===== config.mk =====
export PLATFORM = sky130hd
export DESIGN_NAME = pendigits_sample_sequencer_flat
export DESIGN_NICKNAME = d
export VERILOG_FILES = /design/src/rtl/pendigits_pkg.sv /design/src/rtl/pendigits_sample_sequencer_if.sv /design/src/rtl/pendigits_sample_sequencer.sv /design/src/flat_wrapper.sv
export SDC_FILE = /design/constraint.sdc
export NUM_CORES = 1
export LEC_CHECK = 0
export CORE_MARGIN = 1
export CORE_UTILIZATION = 50
export CTS_CLUSTER_SIZE = 12
export DETAILED_ROUTE_END_ITERATION = 10
export DONT_BUFFER_PORTS = 1
export GPL_ROUTABILITY_DRIVEN = 0
export PLACE_DENSITY = 0.64
export SLEW_MARGIN = 20
export SYNTH_ARGS = -nofsm -noshare
export SYNTH_HDL_FRONTEND = slang
export SYNTH_SLANG_ARGS = --single-unit

===== constraint.sdc =====
create_clock -name clk -period 6.6 [get_ports clk]
set_input_delay 1.32 -clock clk [delete_from_list [all_inputs] [get_ports clk]]
set_output_delay 1.32 -clock clk [all_outputs]
set_load 0.005 [all_outputs]

===== src/rtl/pendigits_pkg.sv =====
// Shared constants and types for the Pendigits sample sequencer.
// Defaults match the 16-feature, 4-bit classifier instance.
package pendigits_pkg;

   localparam int unsigned INPUT_WIDTH    = 4;
   localparam int unsigned N_FEATURES     = 16;
   localparam int unsigned CLASS_WIDTH    = 4;
   localparam int unsigned MAX_RUN_CYCLES = 512;

   localparam int unsigned FEAT_WIDTH = INPUT_WIDTH * N_FEATURES;
   localparam int unsigned IDX_WIDTH  = $clog2(N_FEATURES);
   localparam int unsigned RUN_WIDTH  = $clog2(MAX_RUN_CYCLES);

   // Class reported when the classifier never answers
   localparam logic [CLASS_WIDTH-1:0] TIMEOUT_CLASS = '1;

   typedef enum logic [1:0] {
      LOAD,
      LAUNCH,
      RUN,
      HOLD
   } seq_state_t;

endpackage


===== src/rtl/pendigits_sample_sequencer_if.sv =====
// Feature input stream and result output handshake of the sample sequencer.
// The slave modport is the sequencer's view; master is the surrounding system.
interface pendigits_sample_sequencer_if ();
   import pendigits_pkg::*;

   logic                   s_valid;
   logic [INPUT_WIDTH-1:0] s_data;
   logic                   s_last;
   logic                   s_ready;

   logic                   m_valid;
   logic [CLASS_WIDTH-1:0] m_class;
   logic                   m_err;
   logic                   m_ready;

   modport slave (
      input  s_valid, s_data, s_last, m_ready,
      output s_ready, m_valid, m_class, m_err
   );

   modport master (
      output s_valid, s_data, s_last, m_ready,
      input  s_ready, m_valid, m_class, m_err
   );

endinterface


===== src/rtl/pendigits_sample_sequencer.sv =====
// Collects one sample of features, runs the sequential SVM classifier on it
// and presents the winning class (or a watchdog timeout) downstream.
module pendigits_sample_sequencer
   import pendigits_pkg::*;
(
   input  logic                          clk,
   input  logic                          rst,
   pendigits_sample_sequencer_if.slave   bus,
   output logic [FEAT_WIDTH-1:0]         features,
   output logic                          cls_rst_n,
   input  logic                          cls_ready,
   input  logic [CLASS_WIDTH-1:0]        cls_class,
   output logic                          frame_err
);

   localparam logic [IDX_WIDTH-1:0] LAST_IDX = IDX_WIDTH'(N_FEATURES - 1);
   localparam logic [RUN_WIDTH-1:0] RUN_MAX  = RUN_WIDTH'(MAX_RUN_CYCLES - 1);

   seq_state_t             state_q,     state_d;
   logic [IDX_WIDTH-1:0]   idx_q,       idx_d;
   logic [RUN_WIDTH-1:0]   run_q,       run_d;
   logic [FEAT_WIDTH-1:0]  feat_q,      feat_d;
   logic [CLASS_WIDTH-1:0] m_class_q,   m_class_d;
   logic                   m_err_q,     m_err_d;
   logic                   s_ready_q,   s_ready_d;
   logic                   m_valid_q,   m_valid_d;
   logic                   cls_rst_n_q, cls_rst_n_d;
   logic                   frame_err_q, frame_err_d;

   // State register and registered outputs
   always_ff @(posedge clk or posedge rst) begin
      if (rst) begin
         state_q     <= LOAD;
         idx_q       <= '0;
         run_q       <= '0;
         feat_q      <= '0;
         m_class_q   <= '0;
         m_err_q     <= 1'b0;
         s_ready_q   <= 1'b1;
         m_valid_q   <= 1'b0;
         cls_rst_n_q <= 1'b0;
         frame_err_q <= 1'b0;
      end else begin
         state_q     <= state_d;
         idx_q       <= idx_d;
         run_q       <= run_d;
         feat_q      <= feat_d;
         m_class_q   <= m_class_d;
         m_err_q     <= m_err_d;
         s_ready_q   <= s_ready_d;
         m_valid_q   <= m_valid_d;
         cls_rst_n_q <= cls_rst_n_d;
         frame_err_q <= frame_err_d;
      end
   end

   // Next-state, counters, feature capture and result capture
   always_comb begin
      state_d     = state_q;
      idx_d       = idx_q;
      run_d       = run_q;
      feat_d      = feat_q;
      m_class_d   = m_class_q;
      m_err_d     = m_err_q;
      frame_err_d = 1'b0;

      case (state_q)
         LOAD: begin
            if (bus.s_valid) begin
               feat_d[32'(idx_q) * INPUT_WIDTH +: INPUT_WIDTH] = bus.s_data;
               if (bus.s_last && (idx_q == LAST_IDX)) begin
                  state_d = LAUNCH;
                  idx_d   = '0;
               end else if (bus.s_last || (idx_q == LAST_IDX)) begin
                  frame_err_d = 1'b1;
                  idx_d       = '0;
               end else begin
                  idx_d = idx_q + IDX_WIDTH'(1);
               end
            end
         end
         LAUNCH: begin
            state_d = RUN;
            run_d   = '0;
         end
         RUN: begin
            if (run_q != RUN_MAX) begin
               run_d = run_q + RUN_WIDTH'(1);
            end
            // The first RUN cycle still sees the classifier in reset
            if ((run_q != '0) && cls_ready) begin
               m_class_d = cls_class;
               m_err_d   = 1'b0;
               state_d   = HOLD;
            end else if (run_q == RUN_MAX) begin
               m_class_d = TIMEOUT_CLASS;
               m_err_d   = 1'b1;
               state_d   = HOLD;
            end
         end
         HOLD: begin
            if (bus.m_ready) begin
               state_d = LOAD;
            end
         end
         default: state_d = LOAD;
      endcase

      s_ready_d   = (state_d == LOAD);
      m_valid_d   = (state_d == HOLD);
      // Classifier leaves reset one cycle after LAUNCH and re-enters it when the result is taken
      cls_rst_n_d = ((state_q == RUN) || (state_q == HOLD)) && (state_d != LOAD);
   end

   assign features    = feat_q;
   assign cls_rst_n   = cls_rst_n_q;
   assign frame_err   = frame_err_q;
   assign bus.s_ready = s_ready_q;
   assign bus.m_valid = m_valid_q;
   assign bus.m_class = m_class_q;
   assign bus.m_err   = m_err_q;

endmodule


===== src/flat_wrapper.sv =====
// flat-port wrapper written by rule: the top's interface ports become plain ports
module pendigits_sample_sequencer_flat import pendigits_pkg::*;
  (clk, rst, features, cls_rst_n, cls_ready, cls_class, frame_err, bus_s_valid, bus_s_data, bus_s_last, bus_m_ready, bus_s_ready, bus_m_valid, bus_m_class, bus_m_err);
  pendigits_sample_sequencer_if bus_i ();
  input  logic clk;
  input  logic rst;
  output logic [FEAT_WIDTH-1:0] features;
  output logic cls_rst_n;
  input  logic cls_ready;
  input  logic [CLASS_WIDTH-1:0] cls_class;
  output logic frame_err;
  input wire logic [$bits(bus_i.s_valid)-1:0] bus_s_valid;
  input wire logic [$bits(bus_i.s_data)-1:0] bus_s_data;
  input wire logic [$bits(bus_i.s_last)-1:0] bus_s_last;
  input wire logic [$bits(bus_i.m_ready)-1:0] bus_m_ready;
  output wire logic [$bits(bus_i.s_ready)-1:0] bus_s_ready;
  output wire logic [$bits(bus_i.m_valid)-1:0] bus_m_valid;
  output wire logic [$bits(bus_i.m_class)-1:0] bus_m_class;
  output wire logic [$bits(bus_i.m_err)-1:0] bus_m_err;
  assign bus_i.s_valid = bus_s_valid;
  assign bus_i.s_data = bus_s_data;
  assign bus_i.s_last = bus_s_last;
  assign bus_i.m_ready = bus_m_ready;
  assign bus_s_ready = bus_i.s_ready;
  assign bus_m_valid = bus_i.m_valid;
  assign bus_m_class = bus_i.m_class;
  assign bus_m_err = bus_i.m_err;
  pendigits_sample_sequencer u_core (.clk(clk), .rst(rst), .bus(bus_i), .features(features), .cls_rst_n(cls_rst_n), .cls_ready(cls_ready), .cls_class(cls_class), .frame_err(frame_err));
endmodule

==> out/metrics.yaml <==
finish:
  drive_gt1_share_pct: 22.4
  n_fill_cell: 700
  area_delta_synth_final_pct: 6.42
  fin_cells: 459
  postLayoutCoreUtil_pct: 55.8
  final_common_cell: "dfrtp_1"
  antenna_cells: 0
  mostFrequentLayoutCells: "dfrtp_1, mux2_2, nand2_1, inv_1, and3_1"
  nets: 378
place:
  place_inst: 445
  port_buffers: 0
  dp_hpwl_um: 5910
logic_synthesis:
  synth-compound-area-share_pct: 5.71
  synthAdderAreaFrac_pct: 3.06
  ys_seq_area_share_pct: 53.8
  async_reset_ff_share_pct: 100
  synth_mux_area_share_pct: 17.1
  synth_xor_area_share_pct: 1.07
  synth_area_per_cell_um2: 11.7
  ys_warn_count: 0
  synth_edf_count: 0
  synth_top_cell_area_share_pct: 53.2
  netlist-cell-type-count: 50
  synth_area_leaders: "dfrtp_1, mux2_2, ha_1"
  synth_fp_nets: 375
  yosysTopAreaCell: "dfrtp_1"
  synth_cells: 351
  ys_ff_latch: 88
  synth_top_flop_cell: "dfrtp_1"
  netlist_area_um2: 4100
  synth_top_family_by_area: "multiplexers"
  synthSimpleGateAreaFrac_pct: 16.2
cts:
  path_clk_slew_ns: 0.08
  root_buffer: "clkbuf_8"
  htreeDepth: 3
  cts_buffer_depth: 2
  cts_tree: "built"
  cts_resized: 0
  postCtsHoldBufs: 0
  cts_sinks: 88
  cts_setup_buffers: 0
  cts_buffers: 9
  insertion_delay_ns: 0.34
floorplan:
  start_util_pct: 52.5
  coreArea_um2: 7810
  die_w_um: 92.5
  pin_count: 87
  dieArea_um2: 8560
  die_h_um: 92.5
  placementRows: 32
global_route:
  antenna_found_initial: 0
  gr-total-overflow: 0
  grt.total_usage_pct: 21.2
  grt_pass1_vias: 2772
  grt_max_degree: 62
  grt_use_met3_pct: 6.32
  grt_util_met1_pct: 27.0
  grtUsageMet2_pct: 34.6
  grt_first_pass_wirelength_um: 14000
  top_usage_layer: "met2"
setup_path:
  crit_start: "bus_s_valid"
  required_ns: 6.83
  r2r_setup_slack_ns: 4.10
  worst-path-max-fanout: 4
  worstReg2RegEnd: "u_core.features[49]$_DFFE_PP0P_"
  worstSetupStartpointType: "primary input"
  r2r_start: "u_core.idx_q[0]$_DFFE_PP0P_"
  r2r_cells: 5
  cp-endpoint: "u_core.features[49]$_DFFE_PP0P_"
  crit_type: "primary input to flip-flop"
  cp-end-kind: "flip-flop"
  worst-endpoint-arrival_ns: 2.75
route:
  ant_nets: 0
  drtIter0Drc: 101
  drc: 0
  viasPerCell: 5.71
  vias: 2623
  wl_per_cell_um: 18.1
  drt_wl_total_um: 8320
  drtPass1Iterations: 4
pwr:
  p_total_mw: 1.67
  ir_worst_vdd_mv: 0.163
  power.leakage_nw: 2.18
  powerDensity_nw_per_um2: 383
flow_run:
  cap_violations: 0
sta:
  setup_tns_ns: 0
  rsz0062_at_grt: "false"
  setup_viol: 0
  worst_pin_slew_ns: 0.771
  relSlewSlack_pct: 48.2
  period_minus_slack_ns: 2.52
  fin_crit_sh_pct: 38.2
  finClkSkew_ns: 0.0102
  finalHoldViolCount: 0
  fmax_mhz: 397
  drv_slew: 0
outcome:
  outcome: "completed"
hold_path:
  min_path_type: "flip-flop to flip-flop"
flip-flops by register name (all words and copies together) (netlist names):
signal	flops
u_core.bus.m_class	4
u_core.bus.m_err	1
u_core.bus.m_valid	1
u_core.bus.s_ready	1
u_core.cls_rst_n	1
u_core.features	64
u_core.frame_err	1
u_core.idx_q	4
u_core.run_q	9
u_core.state_q	2
power breakdown:
part | total, mW | internal [mW] | switching, mW
clock | 0.348 | 0.170 | 0.178
sequential | 0.817 | 0.670 | 0.147
combinational | 0.506 | 0.215 | 0.291
total | 1.67 | 1.06 | 0.616
final cells by class:
type / count / area, um2 / area share (%)
Multi-Input combinational cell: 234 / 1760 / 40.5
Timing Repair Buffer: 2 / 15.0 / 0.345
Tap cell: 102 / 128 / 2.93
Clock buffer: 10 / 128 / 2.93
Inverter: 19 / 72.6 / 1.67
Sequential cell: 88 / 2200 / 50.6
Clock inverter: 4 / 47.5 / 1.09
worst min-delay path by stage:
stage                                            from                                end  slack [ns]  cells after the start
floorplan             u_core.features[31]$_DFFE_PP0P_    u_core.features[31]$_DFFE_PP0P_        0.47                      1
global placement    u_core.bus.m_class[0]$_DFFE_PP0P_  u_core.bus.m_class[0]$_DFFE_PP0P_        0.50                      1
detailed placement  u_core.bus.m_class[0]$_DFFE_PP0P_  u_core.bus.m_class[0]$_DFFE_PP0P_        0.51                      1
CTS                 u_core.bus.m_class[0]$_DFFE_PP0P_  u_core.bus.m_class[0]$_DFFE_PP0P_        0.52                      1
global route        u_core.bus.m_class[0]$_DFFE_PP0P_  u_core.bus.m_class[0]$_DFFE_PP0P_        0.55                      1
finish              u_core.bus.m_class[0]$_DFFE_PP0P_  u_core.bus.m_class[0]$_DFFE_PP0P_        0.52                      1
routing by layer:
layer | share of wire [%] | up-vias
met5 | 0 | -
met4 | 1.3 | 0
met3 | 6.8 | 13
met2 | 48 | 62
met1 | 44 | 1318
li1 | - | 1230
worst max-delay path, cell delays in order:
cell and delay, ns:
or3b_4 0.39, or3_1 0.35, nor3_2 0.31, mux2_2 0.38
kinds of logic (layout without fill, tap and decap cells):
kind of cell	count (synthesis)	after routing
flip-flops	88	88
AND/OR/NAND/NOR	120	120
XOR/XNOR	5	5
multiplexers	63	63
buffers and inverters	29	35
AO/OA/AOI/OAI	36	36
adder cells (fa/ha/maj)	10	10
per-stage QoR:
step / worst slack [ns] / hold WS, ns / instance area (um2)
3_3_place_gp: 3.74 / 0.497 / 4180
2_1_floorplan: 3.00 / 0.473 / 4100
4_1_cts: 4.08 / 0.525 / 4360
6_report: 4.08 / 0.519 / 4360
5_1_grt: 3.92 / 0.545 / 4360
3_5_place_dp: 3.72 / 0.505 / 4180
cells in the mapped netlist (2+ instances only):
library cell,count
o21a_1,2
or2_2,2
buf_6,2
clkbuf_1,5
nor3_1,8
nand2b_1,3
or3_1,3
and4_1,2
nor2b_1,4
and2_1,13
mux2i_1,8
o21ai_0,10
buf_2,2
dfrtp_1,87
nor3b_1,2
o22a_1,4
nor2_1,13
or3b_2,2
nand2_1,30
nand3_1,11
a21oi_1,7
xnor2_1,4
and3_1,14
inv_1,19
mux2_2,55
o22ai_1,2
a211oi_1,2
ha_1,10
a22oi_1,2
nand4_1,3
Power figures use the tool's default switching activity.
